$ cat config.mk
export PLATFORM = sky130hd
export DESIGN_NAME = load_store_unit
export DESIGN_NICKNAME = d
export VERILOG_FILES = /design/src/rtl/load_store_unit.sv
export SDC_FILE = /design/constraint.sdc
export NUM_CORES = 1
export LEC_CHECK = 0
export ABC_AREA = 1
export BUFFER_PORTS_ARGS = -buffer_cell sky130_fd_sc_hd__buf_2
export CORE_ASPECT_RATIO = 1.25
export CORE_MARGIN = 2
export CORE_UTILIZATION = 50
export DETAILED_ROUTE_END_ITERATION = 8
export PLACE_DENSITY = 0.79
export SYNTH_ARGS = -nofsm -noshare
export SYNTH_HDL_FRONTEND = slang
export SYNTH_SLANG_ARGS = --single-unit
$ cat constraint.sdc
create_clock -name clk -period 5.1 [get_ports clk]
set_input_delay 0.51 -clock clk [delete_from_list [all_inputs] [get_ports clk]]
set_output_delay 0.51 -clock clk [all_outputs]
set_load 0.03 [all_outputs]
$ cat src/rtl/load_store_unit.sv
// Load/store unit: turns MEM-stage load/store requests into word-indexed
// data memory read/write strobes. Sub-word stores use read-modify-write.
//
// state  | meaning
// -------+-------------------------------------------------------------
// IDLE   | waiting for a request; req_ready high
// RD     | reading the addressed word (load, or first half of RMW store)
// WR     | writing the merged or full word
// RESP   | one-cycle completion pulse with rdata/err
module load_store_unit #(
  parameter int MEM_AW = 8
) (
  input  logic        clk,
  input  logic        rst_n,
  input  logic        req_valid,
  output logic        req_ready,
  input  logic        req_write,
  input  logic [1:0]  req_size,
  input  logic        req_signed,
  input  logic [31:0] req_addr,
  input  logic [31:0] req_wdata,
  output logic        resp_valid,
  output logic [31:0] resp_rdata,
  output logic        resp_err,
  output logic        mem_read,
  output logic        mem_write,
  output logic [31:0] mem_addr,
  output logic [31:0] mem_wdata,
  input  logic [31:0] mem_rdata
);

  localparam logic [1:0] S_IDLE = 2'd0;
  localparam logic [1:0] S_RD   = 2'd1;
  localparam logic [1:0] S_WR   = 2'd2;
  localparam logic [1:0] S_RESP = 2'd3;

  localparam logic [1:0] SZ_BYTE = 2'b00;
  localparam logic [1:0] SZ_HALF = 2'b01;
  localparam logic [1:0] SZ_WORD = 2'b10;

  logic [1:0]        state_q, state_d;
  logic              write_q, write_d;
  logic [1:0]        size_q, size_d;
  logic              signed_q, signed_d;
  logic [MEM_AW+1:0] addr_q, addr_d;
  logic [31:0]       wdata_q, wdata_d;
  logic [31:0]       word_q, word_d;
  logic              err_q, err_d;
  logic [31:0]       mem_addr_q, mem_addr_d;
  logic [31:0]       mem_wdata_q, mem_wdata_d;

  logic              req_err;
  logic [31:0]       req_index;
  logic [4:0]        lane_sh;
  logic [31:0]       lane_mask;
  logic [31:0]       merged;
  logic [31:0]       shifted;
  logic [31:0]       load_val;

  // Request legality and word index of the incoming address
  always_comb begin
    req_err = (req_size == 2'b11)
            | ((req_size == SZ_HALF) & req_addr[0])
            | ((req_size == SZ_WORD) & (req_addr[1:0] != 2'b00))
            | (req_addr[31:MEM_AW+2] != '0);
    req_index = {{(30-MEM_AW){1'b0}}, req_addr[MEM_AW+1:2]};
  end

  // Lane merge for sub-word stores and lane extraction for loads
  always_comb begin
    lane_sh   = {addr_q[1:0], 3'b000};
    lane_mask = (size_q == SZ_BYTE) ? (32'h0000_00FF << lane_sh)
                                    : (32'h0000_FFFF << lane_sh);
    merged    = (mem_rdata & ~lane_mask) | ((wdata_q << lane_sh) & lane_mask);
    shifted   = word_q >> lane_sh;
    case (size_q)
      SZ_BYTE: load_val = {{24{signed_q & shifted[7]}}, shifted[7:0]};
      SZ_HALF: load_val = {{16{signed_q & shifted[15]}}, shifted[15:0]};
      default: load_val = word_q;
    endcase
  end

  // Next-state and datapath register updates
  always_comb begin
    state_d     = state_q;
    write_d     = write_q;
    size_d      = size_q;
    signed_d    = signed_q;
    addr_d      = addr_q;
    wdata_d     = wdata_q;
    word_d      = word_q;
    err_d       = err_q;
    mem_addr_d  = mem_addr_q;
    mem_wdata_d = mem_wdata_q;
    case (state_q)
      S_IDLE: begin
        if (req_valid) begin
          write_d  = req_write;
          size_d   = req_size;
          signed_d = req_signed;
          addr_d   = req_addr[MEM_AW+1:0];
          wdata_d  = req_wdata;
          err_d    = req_err;
          if (req_err) begin
            state_d = S_RESP;
          end else if (req_write && (req_size == SZ_WORD)) begin
            state_d     = S_WR;
            mem_addr_d  = req_index;
            mem_wdata_d = req_wdata;
          end else begin
            state_d    = S_RD;
            mem_addr_d = req_index;
          end
        end
      end
      S_RD: begin
        word_d = mem_rdata;
        if (write_q) begin
          state_d     = S_WR;
          mem_wdata_d = merged;
        end else begin
          state_d = S_RESP;
        end
      end
      S_WR:    state_d = S_RESP;
      default: state_d = S_IDLE;
    endcase
  end

  // State and latched fields; async reset aborts any operation in flight
  always_ff @(posedge clk or negedge rst_n) begin
    if (!rst_n) begin
      state_q     <= S_IDLE;
      write_q     <= 1'b0;
      size_q      <= 2'b00;
      signed_q    <= 1'b0;
      addr_q      <= '0;
      wdata_q     <= '0;
      word_q      <= '0;
      err_q       <= 1'b0;
      mem_addr_q  <= '0;
      mem_wdata_q <= '0;
    end else begin
      state_q     <= state_d;
      write_q     <= write_d;
      size_q      <= size_d;
      signed_q    <= signed_d;
      addr_q      <= addr_d;
      wdata_q     <= wdata_d;
      word_q      <= word_d;
      err_q       <= err_d;
      mem_addr_q  <= mem_addr_d;
      mem_wdata_q <= mem_wdata_d;
    end
  end

  // Outputs decoded from state; strobes drop as soon as reset forces IDLE
  always_comb begin
    req_ready  = (state_q == S_IDLE) & rst_n;
    mem_read   = (state_q == S_RD);
    mem_write  = (state_q == S_WR);
    mem_addr   = mem_addr_q;
    mem_wdata  = mem_wdata_q;
    resp_valid = (state_q == S_RESP);
    resp_err   = (state_q == S_RESP) & err_q;
    resp_rdata = ((state_q == S_RESP) && !err_q && !write_q) ? load_val : 32'h0;
  end

endmodule

# Word-level counts from Yosys, hierarchy flattened
# Cells that the tools add are included.
dict set report classes {
  bitwise_logic 14
  reduce_logical 13
  n_eq_ne 11
  n_shift 4
  muxes 13
}
# cell count
set ops {}
lappend ops {{two-way mux 32 bit} 6}
lappend ops {{case mux 32 bit (2 select lines)} 2}
lappend ops {{AND 32 bit} 2}
lappend ops {{inverter 32 bit} 1}
lappend ops {{bitwise OR 32 bit} 1}
lappend ops {{left shift 16 x 5 -> 32 bit (first input constant)} 1}
lappend ops {{left shift 32 x 5 -> 32 bit} 1}
lappend ops {{left shift 8 x 5 -> 32 bit (first input constant)} 1}
lappend ops {{>> shifter 32 x 5 -> 16 bit} 1}
lappend ops {{nonzero test 22 bit} 1}
lappend ops {{== test 2 bit (second input constant)} 4}
lappend ops {{AND 1 bit} 6}
lappend ops {{== test 2 x 1 -> 1 bit (second input constant)} 3}
lappend ops {{two-way mux 2 bit} 3}
lappend ops {{!= test 2 bit (second input constant)} 3}
lappend ops {{case mux 2 bit (3 select lines)} 1}
lappend ops {{AND reduction 5 bit} 1}
lappend ops {{logical NOT 2 bit} 2}
lappend ops {{nonzero test 2 bit} 2}
lappend ops {{logical AND 1 bit} 3}
lappend ops {{bitwise OR 1 bit} 3}
lappend ops {{AND reduction 3 bit} 1}
lappend ops {{logical NOT 1 bit} 2}
lappend ops {{!= test 2 x 1 -> 1 bit (second input constant)} 1}
lappend ops {{3 further kinds} 3}
dict set report totals {
  elab_cells 65
  reg_bits 113
}

# Longest topological paths before layout
# Gate-level depths: netlist (run 1).
dict set report depth {
  depth_word 8
  ltp_mapped 11
  mapped_depth_nobuf 10
}

# Worst setup path after synthesis (run 1)
# Ideal clock, no wire load.
dict set report synth_path {
  path_kind {register to output}
  start {register state_q[0]}
  end {output resp_rdata[21]}
  required_ns 4.590
  path_buffers 1
  t_arrival_ns 1.860
  stages_incl_launch_ff 7
  path_slack_ns 2.730
  cell_sequence {dfrtp_1 ha_1 nand2_1 inv_1 nand2_2 buf_4 nor2_1}
}
dict set report synth_via {
  elab_chain_len 4
}
# element line
set synth_lines {}
lappend synth_lines {{start, declared} 41} ;# logic [1:0] state_q, state_d;
lappend synth_lines {{start signal, assigned} 144} ;# state_q <= state_d;
lappend synth_lines {{== test 2 bit} n/a}
lappend synth_lines {{net resp_valid} 22} ;# output logic resp_valid,
lappend synth_lines {{logical AND 1 bit (2 in a row)} 166} ;# resp_rdata = ((state_q == S_RESP) && !err_q && !write_q) ? load_val : 32'h0;
lappend synth_lines {{two-way mux 32 bit} 166}
lappend synth_lines {{end, declared} 23} ;# output logic [31:0] resp_rdata,
# The timed path passes the listed nets, and every way through them passes these cells.

# Final worst setup path (run 1)
dict set report layout_path {
  start {register addr_q[0]}
  end {output resp_rdata[24]}
}
dict set report layout_via {
  elab_chain_len 4
  elab_cells_between_ends 5
  classes_between {1 x shift; 2 x mux; 2 x bitwise}
}
# element line
set layout_lines {}
lappend layout_lines {{start, declared} 45} ;# logic [MEM_AW+1:0] addr_q, addr_d;
lappend layout_lines {{start signal, assigned} 148} ;# addr_q <= addr_d;
lappend layout_lines {{>> shifter 32 x 5 -> 16 bit *} 75} ;# shifted = word_q >> lane_sh;
lappend layout_lines {{AND 1 bit (on tied branches)} {78, 77}}
lappend layout_lines {{case mux 32 bit (2 select lines) *} 76} ;# case (size_q)
lappend layout_lines {{two-way mux 32 bit *} 166}
# Mark *: on every way between the ends. The rest lies on a longest branch, timed or not.

==> results by stage, run 1 <==
Run status:
- The flow ran to the end, and the final reports show no timing, DRC or antenna violations.

Synth:
- For this run, the number of Yosys warnings is 0.
- The average cell area after synthesis is 6.710 um2.
- The primary flip-flop cell chosen by synthesis mapping is dfrtp_1.
- The number of unique standard cell types used by synthesis is 24.
- After synthesis the cells add up to 6301 um2.
- The share of flip-flops with an asynchronous set or reset after synthesis is 100.0%.
- Ranked by total cell area, the synthesized netlist is headed by dfrtp_1 (42%), nand2_1 (19%), o21ai_0 (9.7%).
- The synthesized instance count is 939.
- Counting flops and latches in the post-synthesis netlist gives 105.
- The number of flops mapped to enable cells by yosys is 0.
- Yosys instantiated no cell more often than nand2_1.
- The post-synthesis cell type with the largest combined area is dfrtp_1.
- The share of the synthesized area in the top cell type is 41.70%.
- For this run, the register share of the synthesized area comes to 41.70%.
- The commonest cells after synthesis are nand2_1 (316), o21ai_0 (122), dfrtp_1 (105), inv_1 (105), nand3_1 (81).

Power and ir drop:
- The net load switching power is 0.002365 W.
- The total power of the final layout is 0.004647 W.
- In this run the static leakage power is 4.282 nW.
- The worst ir drop on vdd is 0.0003921 V.
- The register share of total power is 33.3%.
- Of the total power, the share spent switching nets is 50.89%.
- Power spread over the standard cell area amounts to 622.7 nW/um2.
- The clock group share of total power is 14.5%.
- The internal portion of the total power is 0.002282 W.
- The portion of total power attributed to combinational logic is 52.2%.

Job:
- Across the run, the number of max-cap violations was 0.

Routing:
- The residual antenna-violating net count after detailed routing is 0.
- After detailed routing, the number of remaining DRC violations is 0.
- The total number of vias is 6544.
- The detailed-routing iteration count for the pre-antenna-repair pass is 6.
- The average via count per standard cell is 5.210.
- After detailed routing, the average wire length per cell comes to 15.35 um.
- The total routed wirelength is 19280 um.
- The number of DRC violations after detailed-routing iteration 0 is 492.

Worst setup path:
- The largest individual stage delay along the critical path comes from the cell dfrtp_1.
- STA classifies the critical path startpoint as a register.
- The critical path in this run is classified as reg -> out.
- Traced cell by cell, the critical path runs through inv_2 > nand2_1 > inv_1 > nand2_1 > nand3_1 > nand3_1 > nand3_1 > nand2_2 > nor2_1 > buf_2.
- The most numerous cell type found on the critical path is nand3_1.
- The type of element capturing the critical path is a primary output.
- The signal arrival time at the worst endpoint is 3.35 ns.
- The highest fanout seen on the critical path is 36.
- Data on the critical path is required at its endpoint by 4.59 ns.
- The largest stage delay on the critical path is 1.04 ns.

GRT:
- In the global route stage, overall resource usage came out at 29.11%.
- The number of global-route vias before repair is 6071.
- The first global-routing pass estimated 31070 um of wire.
- The global route total overflow is 0.
- The largest net degree at the start of global routing is 93.
- The number of antenna violations at the first check in global routing is 0.

CTS:
- The number of buffers added to fix hold violations after cts is 0.
- TritonCTS built the clock tree.
- The maximum clock insertion buffer count is 2.
- The number of gates given a new drive strength after cts is 0.
- The number of setup buffers added after CTS is 0.
- The number of buffers added by the clock tree synthesis step is 9.
- The clock tree root buffer cell is clkbuf_16.
- The worst-skew pair later-pin latency is 0.35 ns.
- The clock net in this run drives a total of 105 sinks.
- The count of H-tree levels built during CTS is 3.
- The clock-pin slew of the registers on the worst-case setup and hold paths is 0.07 ns.

Die:
- The number of top-level pins is 204.
- In this run the vertical extent of the chip is 129.5 um.
- The starting utilization of the core area is 51.57%.
- The total area inside the core boundary comes to 12220 um2.
- The horizontal die dimension is 104.4 um.
- Row generation in the floorplan step produced 45 rows.
- The area enclosed by the die boundary is 13520 um2.

STA:
- The worst slew margin relative to its limit is 25.06%.
- The final number of hold-violating endpoints is 0.
- Setup violations remaining at the end of the flow were counted as 0.
- Setup total negative slack on the finished layout was measured at 0 ns.
- After layout, the worst path uses 75.78% of the clock period.
- Timing would allow up to 258.7 MHz.
- The clock period could shrink to 3.865 ns.
- The number of pins with negative max-slew slack in the final report was 0.
- The setup clock skew after layout is 0.005521 ns.
- The actual slew at the worst max-slew pin is 1.121 ns.
- Setup repair after global routing left no endpoint under its margin.

Min path:
- The class of the worst hold path is in -> async.

Finish:
- The count of inserted antenna diode cells is 0.
- The net count of the finished layout is 1194.
- The count of fill cells added during filler insertion is 1244.
- In the final layout, the share of cells above drive strength 1 is 19.96%.
- The layout overhead on the synthesized area is 18.43%.

Placement:
- During placement, the flow inserted port buffers numbering 179.
- The routability congestion estimate is 0.9324.
- The post-DP HPWL is 14350 um.
[worst paths after layout]
check	start	depth (start not counted)	end	slack, ns
worst min register to register	mem_wdata[0]$_DFFE_PN0P_	2	mem_wdata[0]$_DFFE_PN0P_	0.47
max in group asynchronous	rst_n	2	wdata_q[0]$_DFFE_PN0P_	3.74
worst min-delay path	rst_n	1	word_q[7]$_DFFE_PN0P_	0.15
worst max register to register	addr_q[0]$_DFFE_PN0P_	9	mem_wdata[17]$_DFFE_PN0P_	2.26
min in group clk	req_signed	3	signed_q$_DFFE_PN0P_	0.37
worst max-delay path	addr_q[0]$_DFFE_PN0P_	10	resp_rdata[24]	1.24
[critical path: cells and delay by family (launching register included)]
family / cells / cell delay [ns]
buffers and inverters: 3 / 0.86
DFF: 1 / 1.04
and+or+nand+nor: 7 / 1.09
[kinds of logic after synthesis]
kind of cell / share of synthesized area, %
and+or+nand+nor: 31.51
buffers and inverters: 12.39
AOI/OAI and AO/OA: 13.54
DFF: 41.70
adders and majority gates: 0.7943
other: 0.05951
[power by group through the flow]
stage          sequential (W)  clock [W]  combinational (W)
5_1_grt               0.00159   0.000724            0.00272
3_5_place_dp          0.00154          0            0.00241
2_1_floorplan         0.00167          0            0.00158
3_3_place_gp          0.00155          0            0.00237
4_1_cts               0.00153   0.000683            0.00241
6_report              0.00155   0.000675            0.00243
[layout by cell type, fill, tap and decap left out]
master and instances:
buf_4 8, dfrtp_1 105, ha_2 1, a21oi_1 29
clkinv_4 2, o22ai_1 3, nand3_1 81, clkinv_2 1
conb_1 24, o211ai_1 1, nand3b_1 8, a21oi_2 1
inv_1 105, clkbuf_8 2, nand2_2 3, clkbuf_16 9
nand2_1 316, a31oi_1 1, buf_2 178, inv_2 2
clkinvlp_4 1, or2_2 8, nor2_2 1, o21ai_0 122
nor2_1 69, o221ai_1 6, ha_1 3, o21a_1 1
inv_6 1
[registers in the layout, summed over array words and instances (netlist names)]
signal and cells:
mem_wdata 32, err_q 1, size_q 2, addr_q 2
mem_addr 8, word_q 32, state_q 2, wdata_q 24
signed_q 1, write_q 1
[area by class of cell]
cell class	count	area, um2	area share [%]
clock inverters	5	38.79	0.5198
multi-input cells	678	2985	40.01
flip-flops and latches	105	2628	35.21
repair buffers	186	950.9	12.74
inverters	107	401.6	5.382
clock buffers	11	252.7	3.387
well taps	164	205.2	2.750
[layer usage]
layer / wire length (um) / up-vias / track usage (%)
met2: 8890 / 327 / 46.87
li1: - / 3200 / -
met3: 1545 / 47 / 5.282
met5: 0 / - / 0
met4: 711 / 0 / 12.80
met1: 8132 / 2970 / 38.75
[stage by stage]
stage / setup WS, ns / cells / area [um2] / utilization, % / hold WS (ns)
final: 1.235 / 1256 / 7462 / 61.08 / 0.1491
after global routing: 0.9887 / 1256 / 7462 / 61.08 / 0.1751
after CTS: 1.325 / 1256 / 7462 / 61.08 / 0.1615
after detailed placement: 1.699 / 1240 / 7171 / 58.69 / 0.4591
after global placement: 1.764 / 1240 / 7171 / 58.69 / 0.4519
after floorplan: 2.730 / 962 / 6387 / - / 0.2144
Note: power is estimated with default switching activity, not from simulation.
==> run 2, diff against run 1 <==
CORE_UTILIZATION = 47   (was 50)
PLACE_DENSITY = 0.78   (was 0.79)
clock period = 3.2 ns   (was 5.1 ns; I/O delays follow)
==> run 2 against run 1 <==
Setup slack worse by 0.81 ns. Worst hold slack improved by 0.027 ns. Global-route usage decreased by 0.63 points. Wire length increased by 4.4%. Die area rose by 6.2%. Utilization down 3.8 points. Critical path depth unchanged. Combinational power rose by 66%. Register-to-register slack worse by 1.1 ns. Via count decreased by 1.2%. Clock power grew 66%. Critical path type unchanged. Largest cell class unchanged. Largest power group unchanged.
==> results by stage, run 2 (synthesis gave the netlist of run 1 again) <==
Run status:
- The run finished with clean final reports.

STA:
- At the pin with the least slew margin, the transition time is 0.5883 ns.
- The number of pins with negative max-slew slack in the final report came to 0.
- Setup repair after global routing left no endpoint under its margin.
- After routing, the total negative slack on setup checks comes to 0 ns.
- The final worst-path cycle share is 86.75%.
- The maximum achievable frequency is 360.2 MHz.
- The post-layout worst setup margin is 0.4240 ns.
- The final number of hold-violating endpoints is 0.
- The shortest clock period the worst path allows after layout is 2.776 ns.
- The worst pin sits at a relative slew slack of 60.78%.
- The final setup violation count is 0.
- The setup clock skew after layout is 0.006743 ns.

Worst setup path:
- Broken down by cell family, the worst path's largest delay share belongs to buffers and inverters.
- Data arrives at the worst endpoint at 2.46 ns.
- Traced cell by cell, the critical path runs through inv_2 > nand2_1 > inv_1 > nand2_1 > nand3_1 > nand3_1 > nand3_1 > nand2_2 > nor2_1 > buf_2.
- The count of cell instances traversed by the critical path is 10.
- The data required time at the worst endpoint is 2.88 ns.
- The path type of the worst setup path is reg -> out.
- The number of cells on the worst reg-to-reg path is 8.
- The kind of launch point of the worst setup path is a register.
- The cell type of the slowest stage on the worst timing path is dfrtp_1.
- The worst register-to-register path ends at mem_wdata[1]$_DFFE_PN0P_.
- The startpoint identified for the worst register-to-register timing path is addr_q[0]$_DFFE_PN0P_.
- The largest stage delay on the critical path is 0.43 ns.
- The cell that appears most often on the critical path is nand3_1.
- The highest fanout seen on the critical path is 19.
- For flop-to-flop paths, the worst setup slack is 1.19 ns.
- STA classifies the critical path endpoint as a primary output.
- The count of buffering cells on the critical path with inverters included is 3.

Routing:
- In this run the remaining antenna-violating nets after routing total 0.
- The total number of vias is 6463.
- The first TritonRoute pass finished after 5 iterations.
- After detailed routing, the number of vias per cell comes to 5.089.
- The DRC violation count after routing is 0.
- The number of DRC violations after detailed-routing iteration 0 is 589.
- The wire length per cell after detailed routing is 15.84 um.
- The total routed wirelength is 20120 um.

Finish:
- In the layout the commonest cells are nand2_1 (316), buf_2 (178), o21ai_0 (122).
- The count of cells in the finished layout, fillers not included, comes to 1270.
- After the last flow step, the layout net total stands at 1202.
- The fraction of layout cells with a size suffix above 1 is 20.29%.
- Summing all multi-input logic gate instances after layout gives 2985 um2.
- Summing all flip-flop and latch instances after layout gives 2628 um2.
- The count of fill cells added during filler insertion is 1368.
- The utilization of the core after routing is 57.31%.
- The count of inserted antenna diode cells is 0.
- The layout overhead on the synthesized area is 19.82%.
- Leaving out fill and tap cells, the most frequent cell in the layout is nand2_1.

Die:
- Once the floorplan was initialized, standard cells occupied 47.83% of the core.
- The number of top-level pins is 204.
- The number of cell rows is 47.
- The die covers 14350 um2.
- In this run the standard cell core region covers 13170 um2.
- In this run the vertical extent of the chip is 133.5 um.
- The horizontal die dimension is 107.6 um.

Placement:
- Timing analysis after detailed placement gives a worst setup slack of 0.8240 ns.
- The routability congestion estimate is 0.9781.
- The post-DP HPWL is 15300 um.
- Port buffering added 179 buffers.
- The number of cells in the design after placement is 1254.

Min path:
- The startpoint identified for the worst hold timing path is req_wdata[19].
- The worst hold path depth is 3.
- The tightest min-delay check is of the in -> reg type.
- For hold timing, the worst endpoint is wdata_q[19]$_DFFE_PN0P_.

Job:
- The max-cap check violation count is 0.

CTS:
- The maximum clock insertion buffer count is 2.
- The clock-pin slew of the registers on the worst-case setup and hold paths is 0.07 ns.
- The CTS tree is yes.
- The worst-skew pair later-pin latency is 0.35 ns.
- The count of H-tree levels built during CTS is 3.
- The tree is rooted in a clkbuf_16.
- The clock net in this run drives a total of 105 sinks.
- Buffers inserted during clock tree synthesis total 9.
- The count of buffers added by post-CTS timing repair for setup is 0.

Power and ir drop:
- The net load switching power is 0.003819 W.
- The portion of total power attributed to combinational logic is 53.3%.
- For this design the static power due to leakage is 4.327 nW.
- The worst-case IR drop observed on VDD is 0.0006046 V.
- Net switching is 50.41% of the power.
- Sequential cells account for 31.8% of the total power.
- The clock group share of total power is 14.8%.
- The internal power contribution is 0.003757 W.
- Dividing total power by cell area gives a power density of 1003 nW/um2.
- The total power of the final layout is 0.007576 W.

GRT:
- Entering global routing, the biggest net connects 77 pins.
- The wire length of the first global-routing pass is 31770 um.
- The number of antenna violations at the first check in global routing came to 0.
- The combined global-route utilization of all metal layers is 28.48%.
- The number of global-route vias before repair was 6050.
- After global routing the overflow that remains totals 0.
-- run 2: changes by cell type in the layout (fill, tap and decap cells not counted) --
cell,before,now
clkbuf_1,0,1
dlygate4sd3_1,0,1
clkinv_4,2,1
buf_4,8,14
clkinvlp_4,1,0
buf_12,0,1
clkbuf_8,2,1
bufinv_16,0,1
-- run 2: worst max-delay path by stage --
stage	from	to	slack, ns
2_1_floorplan	state_q[0]$_DFFE_PN0P_	resp_rdata[21]	1.02
3_3_place_gp	addr_q[0]$_DFFE_PN0P_	resp_rdata[27]	0.90
3_5_place_dp	addr_q[0]$_DFFE_PN0P_	resp_rdata[28]	0.82
4_1_cts	addr_q[0]$_DFFE_PN0P_	resp_rdata[28]	0.44
5_1_grt	addr_q[0]$_DFFE_PN0P_	resp_rdata[19]	0.20
6_report	addr_q[0]$_DFFE_PN0P_	resp_rdata[28]	0.42
-- run 2: through the flow --
stage | hold slack [ns] | instance area (um2)
2_1_floorplan | 0.02441 | 6387
4_1_cts | 0.1740 | 7550
6_report | 0.1762 | 7550
5_1_grt | 0.1858 | 7550
3_5_place_dp | 0.3016 | 7244
3_3_place_gp | 0.2998 | 7244
-- run 2: worst min-delay path, cell delays in order --
cell and delay (ns):
buf_2 0.09, nand2_1 0.04, nand2_1 0.04
-- run 2: layout make-up --
type                    count  share of cell area (%)
repair buffers            194                   13.59
flip-flops and latches    105                   34.80
clock inverters             4                  0.6961
inverters                 107                   5.320
well taps                 171                   2.834
multi-input cells         678                   39.54
clock buffers              11                   3.215
-- run 2: metal layers --
metal / vias to the layer above / track usage (%) / wire [um]
met5: - / 0 / 0
met2: 279 / 47.59 / 9734
met1: 2928 / 37.91 / 8515
met3: 38 / 4.990 / 1402
met4: 0 / 8.191 / 469
li1: 3218 / - / -
-- run 2: repair_timing --
item | CTS | global route
hold endpoints to repair | 27 | 0
gates resized for setup | 0 | 0
hold buffers | 1 | 0
-- run 2: power by group through the flow --
stage / logic (W) / registers [W] / clock network [W]
after global routing: 0.00452 / 0.00247 / 0.00119
after CTS: 0.00401 / 0.00240 / 0.00113
after floorplan: 0.00252 / 0.00266 / 0
final: 0.00404 / 0.00241 / 0.00112
after global placement: 0.00394 / 0.00241 / 0
after detailed placement: 0.00400 / 0.00241 / 0
==> run 3, diff against run 2 <==
CORE_UTILIZATION = 45   (was 47)
PLACE_DENSITY = 0.75   (was 0.78)
==> run 3 against run 2 <==
Sequential power about the same. Setup slack worse by 0.072 ns. Power down 1.4%. Final cell count up 0.31%. Global-route usage down 1.9 points. Sequential share of layout area about the same. Non-clock buffer count down 1. Sequential cell count unchanged. Fmax down 2.5%. Largest cell class unchanged.
==> results by stage, run 3 (synthesis gave the netlist of run 1 again) <==
Run status:
- The flow ran to the end, and the final reports show no timing, DRC or antenna violations.

Placement:
- The number of buffers inserted by port buffering is 179.
- Before CTS, the worst setup slack after placement is 0.7480 ns.
- Routability-driven placement finished with a final weighted congestion of 0.9961.
- In this run, placement finished with an instance count of 1257.
- Once detailed placement completed, the half-perimeter wirelength came to 14880 um.

GRT:
- Global routing finished with a remaining overflow of 0.
- The combined global-route utilization of all metal layers is 26.61%.
- The number of antenna violations at the first check in global routing is 0.
- The number of global-route vias before repair was 5878.
- The largest net degree at the start of global routing is 79.
- The wire length of the first global-routing pass is 30420 um.

CTS:
- TritonCTS created 9 clock buffers.
- CTS built an H-tree with a depth of 3.
- The tree built by TritonCTS fans out to 105 sinks.
- The number of gates given a new drive strength after cts is 0.
- At the later pin of the worst-skew pair, clock insertion delay measures 0.35 ns.
- TritonCTS built the clock tree.
- In this run the deepest clock path goes through 2 buffers.
- The clock tree root buffer cell is clkbuf_16.
- The clock-pin slew of the registers on the worst-case setup and hold paths is 0.07 ns.

STA:
- The final setup violation count is 0.
- The number of pins with negative max-slew slack in the final report is 0.
- The setup clock skew after layout is 0.007568 ns.
- The final number of hold-violating endpoints is 0.
- Static timing analysis puts the maximum clock frequency at 351.1 MHz.
- The shortest clock period the worst path allows after layout is 2.848 ns.
- Across all setup checks in the final design, the least slack found is 0.3520 ns.
- The total negative slack for setup checks is 0 ns.
- Final hold analysis gives a worst-case slack of 0.1875 ns.
- The worst slew margin relative to its limit is 53.46%.
- The worst path uses 89.00% of the clock period.
- The actual slew at the worst max-slew pin is 0.6981 ns.
- Setup repair after global routing left no endpoint under its margin.

Finish:
- Leaving out fill and tap cells, the most frequent cells in the layout are nand2_1 (316), buf_2 (178), o21ai_0 (122).
- The net count of the finished layout is 1201.
- The layout overhead on the synthesized area is 19.68%.
- Once layout is complete, the utilization of the core stands at 54.83%.
- The leading cell type in the layout, fill and taps excluded is nand2_1.
- Of the cells placed in the final design, the portion with a size suffix greater than 1 is 20.22%.
- The number of cells in the finished layout apart from fillers is 1274.

Worst setup path:
- For the worst setup path, the data arrival time is 2.53 ns.
- For the worst setup path, the data required time is 2.88 ns.
- In this run the worst path has a maximum fanout of 20.
- The type of element capturing the critical path is a primary output.
- The path type of the worst setup path is reg -> out.
- The kind of launch point of the worst setup path is a register.

Power and ir drop:
- The portion of total power attributed to combinational logic is 52.8%.
- Net switching is 50.25% of the power.
- The total power divided by cell area is 990.2 nW/um2.
- IR analysis of the VDD net gives a maximum drop of 0.0005482 V.
- Cell internal power was estimated by the tool at 0.003715 W.
- The leakage power is 4.320 nW.
- The net load switching power is 0.003752 W.
- Per report_power, the clock group accounts for 14.7% of the total.
- The register share of total power is 32.5%.

Die:
- The die is 136.3 um tall.
- In this run the standard cell core region covers 13750 um2.
- In this run the core area contains 48 standard-cell rows.
- The starting utilization of the core area is 45.82%.
- The horizontal die dimension is 109.8 um.
- The area enclosed by the die boundary is 14970 um2.
- During I/O placement, the number of pins put on the boundary was 204.

Routing:
- The average via count per standard cell is 5.129.
- After detailed routing, the average wire length per cell comes to 15.54 um.
- The count of nets left with antenna violations once routing finished came out at 0.
- The routed design has 19800 um of wire.
- The detailed-routing iteration count for the pre-antenna-repair pass is 7.
- The first routing iteration left 531 violations.
- The DRC violation count after routing is 0.
- The total number of vias is 6534.

Min path:
- The path class of the tightest hold or removal check is in -> reg.

Job:
- Max-cap violations in this run came to 0.
-- run 3: final timing paths --
kind / startpoint / depth (start not counted) / slack [ns] / end
worst max-delay path: addr_q[0]$_DFFE_PN0P_ / 9 / 0.35 / resp_rdata[26]
worst min-delay path: req_wdata[18] / 3 / 0.19 / wdata_q[18]$_DFFE_PN0P_
worst max register to register: addr_q[0]$_DFFE_PN0P_ / 9 / 0.81 / mem_wdata[19]$_DFFE_PN0P_
worst min register to register: mem_wdata[7]$_DFFE_PN0P_ / 2 / 0.47 / mem_wdata[7]$_DFFE_PN0P_
max in group asynchronous: rst_n / 3 / 1.92 / word_q[20]$_DFFE_PN0P_
min in group asynchronous: rst_n / 2 / 0.51 / word_q[24]$_DFFE_PN0P_
-- run 3: final cells by class --
class / instances / area [um2]
Antenna cell: 1 / 2.502
Clock buffer: 10 / 229.0
Clock inverter: 5 / 57.56
Fill cell: 1439 / 6212
Inverter: 107 / 401.6
Multi-Input combinational cell: 678 / 2985
Sequential cell: 105 / 2628
Tap cell: 175 / 219.0
Timing Repair Buffer: 193 / 1018
-- run 3: timing repair --
| action | in CTS | in global routing |
|---|---|---|
| endpoints found under the hold margin | 27 | 0 |
| setup buffers | 0 | 0 |
| hold buffers | 1 | 0 |
| endpoints found under the setup margin | 0 | 0 |
-- run 3: metal layers --
layer / share of wire (%) / global-route usage, % / up-vias
met5: 0 / 0 / -
met4: 3.6 / 10.97 / 0
met3: 7.4 / 4.123 / 42
met2: 47 / 42.06 / 276
met1: 42 / 36.14 / 3004
li1: - / - / 3212
-- run 3: power by group through the flow --
stage                     sequential [W]  combinational (W)  clock (W)
after detailed placement         0.00242            0.00392          0
final                            0.00243            0.00394    0.00110
after global placement           0.00243            0.00388          0
after CTS                        0.00241            0.00394    0.00111
after floorplan                  0.00266            0.00252          0
after global routing             0.00249            0.00441    0.00117
-- run 3: critical path, cell delays in order, from the launching register on --
cell and delay [ns]:
dfrtp_1 0.74, inv_2 0.28, nor2_1 0.24, nand2_1 0.07, nand3_1 0.11, nand3_1 0.08
nand3_1 0.11, nand2_2 0.18, nor2_1 0.15, buf_2 0.21
-- run 3: per-stage QoR --
step | cell area (um2) | power [W]
final | 7541 | 0.007467
after global routing | 7538 | 0.008074
after CTS | 7538 | 0.007465
after detailed placement | 7242 | 0.006347
after global placement | 7242 | 0.006308
after floorplan | 6387 | 0.005174
